### src/rtl/btn_sw_input.sv
// Board input front end: synchronizes 32 slide switches and 4 push buttons.
// Buttons are debounced and latch sticky press events that raise an interrupt.
module btn_sw_input #(
    parameter int DB_CYCLES      = 50000,
    parameter int BTN_ACTIVE_LOW = 1
) (
    input  logic        clk,
    input  logic        rst_n,
    input  logic [31:0] sw_raw,
    input  logic [3:0]  btn_raw,
    input  logic [3:0]  btn_clr,
    output logic [31:0] io_sw,
    output logic [3:0]  io_btn,
    output logic [3:0]  btn_evt,
    output logic        btn_irq
);

    localparam int CW = $clog2(DB_CYCLES + 1);
    localparam logic [CW-1:0] CNT_MAX = CW'(DB_CYCLES - 1);

    logic [31:0]   sw_meta;
    logic [3:0]    btn_in;
    logic [3:0]    btn_meta;
    logic [3:0]    btn_s;
    logic [3:0]    stable;
    logic [3:0]    stable_nxt;
    logic [3:0]    rise;
    logic [3:0]    evt_nxt;
    logic [CW-1:0] cnt     [4];
    logic [CW-1:0] cnt_nxt [4];

    // Invert active-low pins so that a press is always 1 past this point.
    assign btn_in = (BTN_ACTIVE_LOW != 0) ? ~btn_raw : btn_raw;

    // A button must disagree with its stable level for DB_CYCLES consecutive
    // synchronized cycles; any agreeing cycle restarts the count from zero.
    always_comb begin
        stable_nxt = stable;
        for (int i = 0; i < 4; i++) begin
            cnt_nxt[i] = '0;
            if (btn_s[i] != stable[i]) begin
                if (cnt[i] == CNT_MAX) begin
                    stable_nxt[i] = btn_s[i];
                end else begin
                    cnt_nxt[i] = cnt[i] + CW'(1);
                end
            end
        end
    end

    // A new press wins over a simultaneous clear so no event is ever lost.
    assign rise    = stable_nxt & ~stable;
    assign evt_nxt = (btn_evt & ~btn_clr) | rise;

    always_ff @(posedge clk or negedge rst_n) begin
        if (!rst_n) begin
            sw_meta  <= '0;
            io_sw    <= '0;
            btn_meta <= '0;
            btn_s    <= '0;
            stable   <= '0;
            btn_evt  <= '0;
            for (int i = 0; i < 4; i++) begin
                cnt[i] <= '0;
            end
        end else begin
            sw_meta  <= sw_raw;
            io_sw    <= sw_meta;
            btn_meta <= btn_in;
            btn_s    <= btn_meta;
            stable   <= stable_nxt;
            btn_evt  <= evt_nxt;
            for (int i = 0; i < 4; i++) begin
                cnt[i] <= cnt_nxt[i];
            end
        end
    end

    assign io_btn  = stable;
    assign btn_irq = |btn_evt;

endmodule

### config.mk
export PLATFORM = sky130hd
export DESIGN_NAME = btn_sw_input
export DESIGN_NICKNAME = d
export VERILOG_FILES = /design/src/rtl/btn_sw_input.sv
export SDC_FILE = /design/constraint.sdc
export NUM_CORES = 1
export LEC_CHECK = 0
export ABC_AREA = 1
export BUFFER_PORTS_ARGS = -buffer_cell sky130_fd_sc_hd__buf_2
export CAP_MARGIN = 20
export CORE_UTILIZATION = 55
export CTS_BUF_LIST = sky130_fd_sc_hd__clkbuf_4 sky130_fd_sc_hd__clkbuf_8
export CTS_CLUSTER_DIAMETER = 100
export DETAILED_ROUTE_END_ITERATION = 7
export GPL_TIMING_DRIVEN = 0
export PLACE_DENSITY = 0.74
export SLEW_MARGIN = 30
export SYNTH_ARGS = -nofsm -noshare
export SYNTH_HDL_FRONTEND = slang
export SYNTH_SLANG_ARGS = --single-unit
### constraint.sdc
create_clock -name clk -period 1.4 [get_ports clk]
set_input_delay 0.07 -clock clk [delete_from_list [all_inputs] [get_ports clk]]
set_output_delay 0.07 -clock clk [all_outputs]
set_load 0.02 [all_outputs]
======== Word level (Yosys, flattened, before mapping) ========
Index checks and enable logic that the tools add are counted.
storage, ports and cells
  register bits after elaboration ......... 144
  input bits .............................. 42
  output and inout bits ................... 41
  word-level logic and storage cells ...... 45
cells by class
  add/sub/neg operators ................... 4
  eq/ne operators ......................... 8
  multiplexer cells ....................... 16
  bitwise gates (word level) .............. 6
  reductions and logical operators ........ 1
operators by type and width
  operator               number
  $mux 16                8
  $add 16x1->16 const B  4
  $eq 16x16->1 const B   4
  $not 4->4              3
  $and 4x4->4            2
  $mux 1                 8
  $ne 1x1->1             4
  $or 4x4->4             1
  $reduce_or 4->1        1

======== Logic depth before layout (Yosys ltp) ========
Gate-level depths: netlist of the first run.
  depth in word-level cells ............... 5
  depth in mapped cells ................... 9
  depth with buffers taken out ............ 9

======== Worst setup path before layout of the first run ========
No wires, ideal clock.
  path kind ............................... register to register
  start point ............................. register cnt[32] in the netlist's numbering
  end point ............................... register cnt[46] in the netlist's numbering
  setup time .............................. 0.077 ns
  arrival time ............................ 1.218 ns
  required time ........................... 1.323 ns
  slack ................................... 0.105 ns
  cell stages (with the launch flop) ...... 7
  buffers on the path ..................... 0
  clock period less this slack ............ 1.295 ns
  path through ............................ dfrtp_1 -> ha_1 -> nand3_1 -> nor2_1 -> nand2_1 -> nand2_4 -> a21oi_1
RTL lines
  item                              line  source
  start: declaration                29    logic [CW-1:0] cnt [4];
  start signal: indexed assignment  74    cnt[i] <= cnt_nxt[i];

==> results of run 1 <==
## power breakdown
part | switching (mW) | internal, mW
Combinational | 0.284 | 0.224
Clock | 1.65 | 1.69
Sequential | 0.0730 | 4.29
## cell type report
type / instances / area (µm²) / share of cell area
inverters: 78 / 293 / 0.0397
flip-flops and latches: 144 / 3610 / 0.490
clock buffers: 19 / 255 / 0.0346
repair buffers: 128 / 888 / 0.121
clock inverters: 13 / 153 / 0.0207
multi-input cells: 396 / 2000 / 0.272
well taps: 136 / 170 / 0.0231
## how the worst min path moves through the flow
stage,cells past startpoint,to
2_1_floorplan,0,btn_evt[0]$_DFF_PN0_
3_3_place_gp,1,sw_meta[28]$_DFF_PN0_
3_5_place_dp,1,cnt[60]$_DFF_PN0_
4_1_cts,2,cnt[59]$_DFF_PN0_
5_1_grt,2,sw_meta[3]$_DFF_PN0_
6_report,2,cnt[58]$_DFF_PN0_
## sequential cells by signal (all words and copies together) (netlist names)
name      cells
io_sw        32
btn_meta      4
btn_evt       4
sw_meta      32
io_btn        4
btn_s         4
cnt          64
## routing by layer
layer,global-route usage,part of all wire,up-vias,routed length (µm)
met5,0,0,-,0
met2,0.398,0.49,124,5970
met4,0.0857,0.012,0,144
met3,0.0777,0.067,14,810
met1,0.304,0.43,2139,5220
li1,-,-,2202,-
## synthesized netlist by cell type
cell,instances
nand2_2,8
xor2_1,23
or2_2,1
nand2_4,2
and2_1,1
nor2_4,2
nand3_1,44
inv_1,78
nor2_1,127
nand3b_1,1
or2_1,2
o22ai_1,4
a21oi_1,14
xnor2_1,5
dfrtp_1,144
nor2_2,3
o21ai_0,7
nand4_1,4
nor3_1,6
o21ai_1,5
o21bai_1,2
nor3b_2,1
nor3_2,3
ha_1,4
nand2_1,127
## kinds of logic after synthesis
group | Yosys count
AOI/OAI and AO/OA | 32
DFF | 144
xor gates and xnor gates | 28
buffers and inverters | 78
and+or+nand+nor | 332
adders and majority gates | 4
## worst reg2reg max path, delay by kind of cell, from the launching register on
family / cells / cell delay (ns)
simple gates: 7 / 0.57
fa+ha+maj: 1 / 0.18
flops: 1 / 0.43
buf+inv: 1 / 0.07
## timing repair
action,CTS,global route
setup endpoints to repair,39,45
hold endpoints to repair,124,0
resized for setup,12,16
hold buffers,41,0
cloned,0,0
pin swaps,0,4
setup buffers,0,4
## per-stage QoR
stage                      TNS, ns  hold slack (ns)  utilization  instance area, µm²  total power [mW]
after floorplan                  0           -0.226            -                5780              4.58
after global placement     -238.54            0.178        0.619                6360              4.79
after detailed placement     -3.29            0.108        0.622                6400              4.82
after CTS                        0            0.214        0.707                7260              8.25
after global routing      -0.00959            0.233        0.717                7370              8.53
final                            0            0.212        0.717                7370              8.21
==> impl_metrics.yaml, run 1 <==
sta:
  setup_slack_ns: 0.0843
  timing_worst_slew_pin_value_ns: 0.613
  timing.fmax_ghz: 0.760
  slew_violations: 0
  min_period_ns: 1.32
  setup_viol: 0
  finalHoldViolations: 0
  layout_worst_path_cycle_share: 0.940
  fin_skew_ns: 0.0102
  slew-limit-headroom: 0.591
finish:
  finalNonFillerCells: 914
  drive_gt1_frac: 0.203
  most-common-layout-cells: "dfrtp_1, nor2_1, nand2_1, buf_2, inv_1"
  nNetsFinal: 811
  antenna_cells: 0
  area_delta_synth_final_pct: 27.5
  fillers: 768
  final_common_cell: "dfrtp_1"
routing:
  drt_iter0_drc: 261
  wire_per_inst_um: 13.3
  via_per_inst: 4.90
  drc: 0
  ant_nets: 0
  wirelength_um: 12100
  dr.pass1.iters: 6
  via_count: 4479
grt:
  grt_overflow_total: 0
  antenna_found_initial: 0
  grt_pass1_vias: 4644
  grt_use_total: 0.243
  grt_max_degree: 86
  grt_pass1_wl_um: 20700
setup_path:
  cp_slowest_cell: "dfrtp_1"
  rr_worst_depth: 9
  endpoint_kind: "flop"
  cpPeakStageDelay_ns: 0.43
  crit_family: "simple AND/OR/NAND/NOR gates"
  criticalPathCategory: "flop to flop"
  required_ns: 1.78
  cp.depth: 9
  rrSetupSlack_ns: 0.08
  cp-start-kind: "flop"
  worstReg2RegEnd: "cnt[14]$_DFF_PN0_"
  crit_top_cell: "nand2_1"
  worstSetupStartpoint: "cnt[1]$_DFF_PN0_"
  critPathBufInv: 1
  path_max_fanout: 4
  cp_cell_sequence: "ha_4, inv_1, nor2_4, nand2_2, nor2_4, nand2_1, nand2_1, nand2_1, nor2_2"
  crit_end: "cnt[14]$_DFF_PN0_"
  critPathArrivalTime_ns: 1.69
  reg2reg_from: "cnt[1]$_DFF_PN0_"
die:
  ios: 83
  die_x_um: 105
  start_util: 0.562
  coreArea_um2: 10300
  die_h_um: 105
  core.rowCount: 37
  die-area_um2: 10900
yosys:
  ys_top_cells_by_area: "dfrtp_1, nand2_1, nor2_1"
  synth_top_family_by_area: "simple AND/OR/NAND/NOR gates"
  syn_nets: 664
  syn_inst: 618
  yosys_register_bits: 144
  synthMuxAreaShare: 0
  yosysTopAreaCellShare: 0.624
  synth_fa_ha_area_frac: 0.00866
  synth_compound_area_frac: 0.0294
  synth_seq_area_share: 0.624
  yosys.area.top_type: "dfrtp_1"
  synth_xor_xnor_area_share: 0.0424
  avgSynthCellArea_um2: 9.35
  syn_area_um2: 5780
  synthSimpleGateAreaFrac: 0.245
  synth_cell_types: 25
  yosys_warnings: 0
clock_tree:
  clkLatencyLatePin_ns: 0.44
  cts_buffers: 17
  clkSinkCount: 144
  path_clk_slew_ns: 0.08
  h-tree-depth: 4
  cts-root-buf: "clkbuf_8"
  cts_tree: "yes"
  clock_path_buffers: 2
power_and_ir_drop:
  powerDensity_nw_per_um2: 1110
  power.leakage_nw: 3.49
  ir_drop_mv: 0.856
placed_design:
  dpl.cell_count: 837
  pre_cts_slack_ns: -0.202
  hpwl_um: 7660
  portBuffers: 82
  gp_congestion: 0.877
worst_hold_path:
  hp-class: "primary input to asynchronous set/reset pin"
run_status:
  status: "complete, no violations"
flow_run:
  cap_violations: 0
No activity file was read; power rests on OpenSTA's default activity.
==> run 2: changes to the inputs <==
--- a/config.mk
+++ b/config.mk
@@ -8,12 +8,12 @@
 export ABC_AREA = 1
 export BUFFER_PORTS_ARGS = -buffer_cell sky130_fd_sc_hd__buf_2
 export CAP_MARGIN = 20
-export CORE_UTILIZATION = 55
+export CORE_UTILIZATION = 40
 export CTS_BUF_LIST = sky130_fd_sc_hd__clkbuf_4 sky130_fd_sc_hd__clkbuf_8
 export CTS_CLUSTER_DIAMETER = 100
 export DETAILED_ROUTE_END_ITERATION = 7
 export GPL_TIMING_DRIVEN = 0
-export PLACE_DENSITY = 0.74
+export PLACE_DENSITY = 0.56
 export SLEW_MARGIN = 30
 export SYNTH_ARGS = -nofsm -noshare
 export SYNTH_HDL_FRONTEND = slang
==> run 2 against run 1 <==
- clock power increased by 12%
- clock skew increased by 0.0020 ns
- largest power group unchanged
- sequential cell count unchanged
- die area increased by 37%
- combinational power decreased by 1%
- highest routed layer unchanged
- cell area increased by 1.5%
- sequential share of layout area decreased by 0.73 points
- worst setup slack improved by 0.011 ns
- critical endpoint is now cnt[8]$_DFF_PN0_
- global-route usage decreased by 7.2 points
- via count decreased by 2.2%
==> impl_metrics.yaml, run 2 (synthesis gave the netlist of run 1 again) <==
worst_hold_path:
  hp-class: "primary input to asynchronous set/reset pin"
die:
  die_x_um: 122
  die_h_um: 122
  ios: 83
  die-area_um2: 14900
  coreArea_um2: 14000
  start_util: 0.413
  core.rowCount: 43
clock_tree:
  cts-root-buf: "clkbuf_8"
  cts_tree: "yes"
  clkSinkCount: 144
  clock_path_buffers: 2
  cts_buffers: 17
  clkLatencyLatePin_ns: 0.43
  h-tree-depth: 4
  path_clk_slew_ns: 0.09
routing:
  via_per_inst: 4.56
  wirelength_um: 11500
  via_count: 4380
  drc: 0
  drt_iter0_drc: 231
  dr.pass1.iters: 4
  ant_nets: 0
  wire_per_inst_um: 12.0
sta:
  fin_setup_tns_ns: 0
  timing.fmax_ghz: 0.766
  setup_slack_ns: 0.0953
  finalHoldViolations: 0
  slew_violations: 0
  min_period_ns: 1.30
  timing_worst_slew_pin_value_ns: 0.443
  fin_skew_ns: 0.0122
  layout_worst_path_cycle_share: 0.932
  setup_viol: 0
  slew-limit-headroom: 0.704
placed_design:
  portBuffers: 82
  dpl.cell_count: 881
  gp_congestion: 0.844
  hpwl_um: 7590
  pre_cts_slack_ns: -0.144
power_and_ir_drop:
  p_sw_mw: 1.99
  ir_drop_mv: 1.05
  p_clk_frac: 0.434
  power.leakage_nw: 3.52
  p_int_mw: 6.59
  sw_frac_of_total: 0.232
  powerDensity_nw_per_um2: 1150
  power.share.sequential: 0.507
  pwr-share-comb: 0.058
finish:
  most-common-layout-cells: "dfrtp_1, nor2_1, nand2_1, buf_2, inv_1"
  largest_register_ffs: 64
  final_common_cell: "dfrtp_1"
  largest_register: "cnt"
  antenna_cells: 0
  nNetsFinal: 813
  drive_gt1_frac: 0.204
  finalNonFillerCells: 960
  area_delta_synth_final_pct: 29.4
  top_regs: "cnt x64, io_sw x32, sw_meta x32"
grt:
  grt_pass1_wl_um: 19600
  antenna_found_initial: 0
  grt_use_total: 0.171
  grt_max_degree: 88
  grt_overflow_total: 0
  grt_pass1_vias: 4324
setup_path:
  endpoint_kind: "flop"
  cpPeakStageDelay_ns: 0.43
  worstSetupStartpoint: "cnt[0]$_DFF_PN0_"
  crit_family: "simple AND/OR/NAND/NOR gates"
  required_ns: 1.73
  path_max_fanout: 7
  crit_top_cell: "nor2_1"
  cp_cell_sequence: "ha_4, nand3_1, nor2_1, nand2_2, nand2_4, nor2_1"
  criticalPathCategory: "flop to flop"
  reg2reg_from: "cnt[0]$_DFF_PN0_"
  critPathBufInv: 0
  critPathArrivalTime_ns: 1.63
  cp_slowest_cell: "dfrtp_1"
  cp-start-kind: "flop"
flow_run:
  cap_violations: 0
run_status:
  status: "complete, no violations"
-- run 2: power groups by stage --
stage / combinational, mW / sequential, mW / clock (mW)
after floorplan: 0.0978 / 4.48 / 0
after global placement: 0.374 / 4.42 / 0
after detailed placement: 0.389 / 4.43 / 0
after CTS: 0.482 / 4.35 / 3.84
after global routing: 0.564 / 4.37 / 4.02
final: 0.502 / 4.36 / 3.73
-- run 2: final cells by class --
| type | count | area, µm² |
|---|---|---|
| clock buffers | 19 | 262 |
| clock inverters | 13 | 199 |
| well taps | 180 | 225 |
| flip-flops and latches | 144 | 3610 |
| inverters | 78 | 293 |
| fillers | 1277 | 6510 |
| multi-input cells | 396 | 1990 |
| repair buffers | 130 | 903 |
-- run 2: final timing paths --
check	end	slack (ns)	cells after the start
setup / recovery	cnt[8]$_DFF_PN0_	0.1	6
hold / removal	cnt[56]$_DFF_PN0_	0.13	2
setup reg to reg	cnt[8]$_DFF_PN0_	0.1	6
hold reg to reg	btn_s[0]$_DFF_PN0_	0.35	0
max in group asynchronous	cnt[13]$_DFF_PN0_	0.49	3
min in group clk	sw_meta[15]$_DFF_PN0_	0.26	2
-- run 2: repair_timing --
| item | 4_1_cts | 5_1_grt |
|---|---|---|
| endpoints found under the hold margin | 116 | 0 |
| hold buffers | 41 | 0 |
| buffers inserted | 0 | 6 |
| pin swaps | 0 | 5 |
| setup endpoints to repair | 37 | 50 |
| gates resized for setup | 11 | 14 |
-- run 2: layer usage --
metal  up-vias  track usage  part of all wire  wire [µm]
met2       101        0.263              0.46       5240
li1       2210            -                 -          -
met5         -            0                 0          0
met3        11       0.0674             0.065        742
met4         0       0.0625             0.011        123
met1      2058        0.217              0.47       5380
-- run 2: metrics by stage --
| step | hold slack [ns] | cell area [µm²] | util | power (mW) |
|---|---|---|---|---|
| 2_1_floorplan | -0.226 | 5780 | - | 4.58 |
| 3_3_place_gp | 0.178 | 6410 | 0.459 | 4.80 |
| 3_5_place_dp | 0.0201 | 6450 | 0.461 | 4.82 |
| 4_1_cts | 0.131 | 7370 | 0.527 | 8.67 |
| 5_1_grt | 0.153 | 7480 | 0.535 | 8.96 |
| 6_report | 0.133 | 7480 | 0.535 | 8.59 |
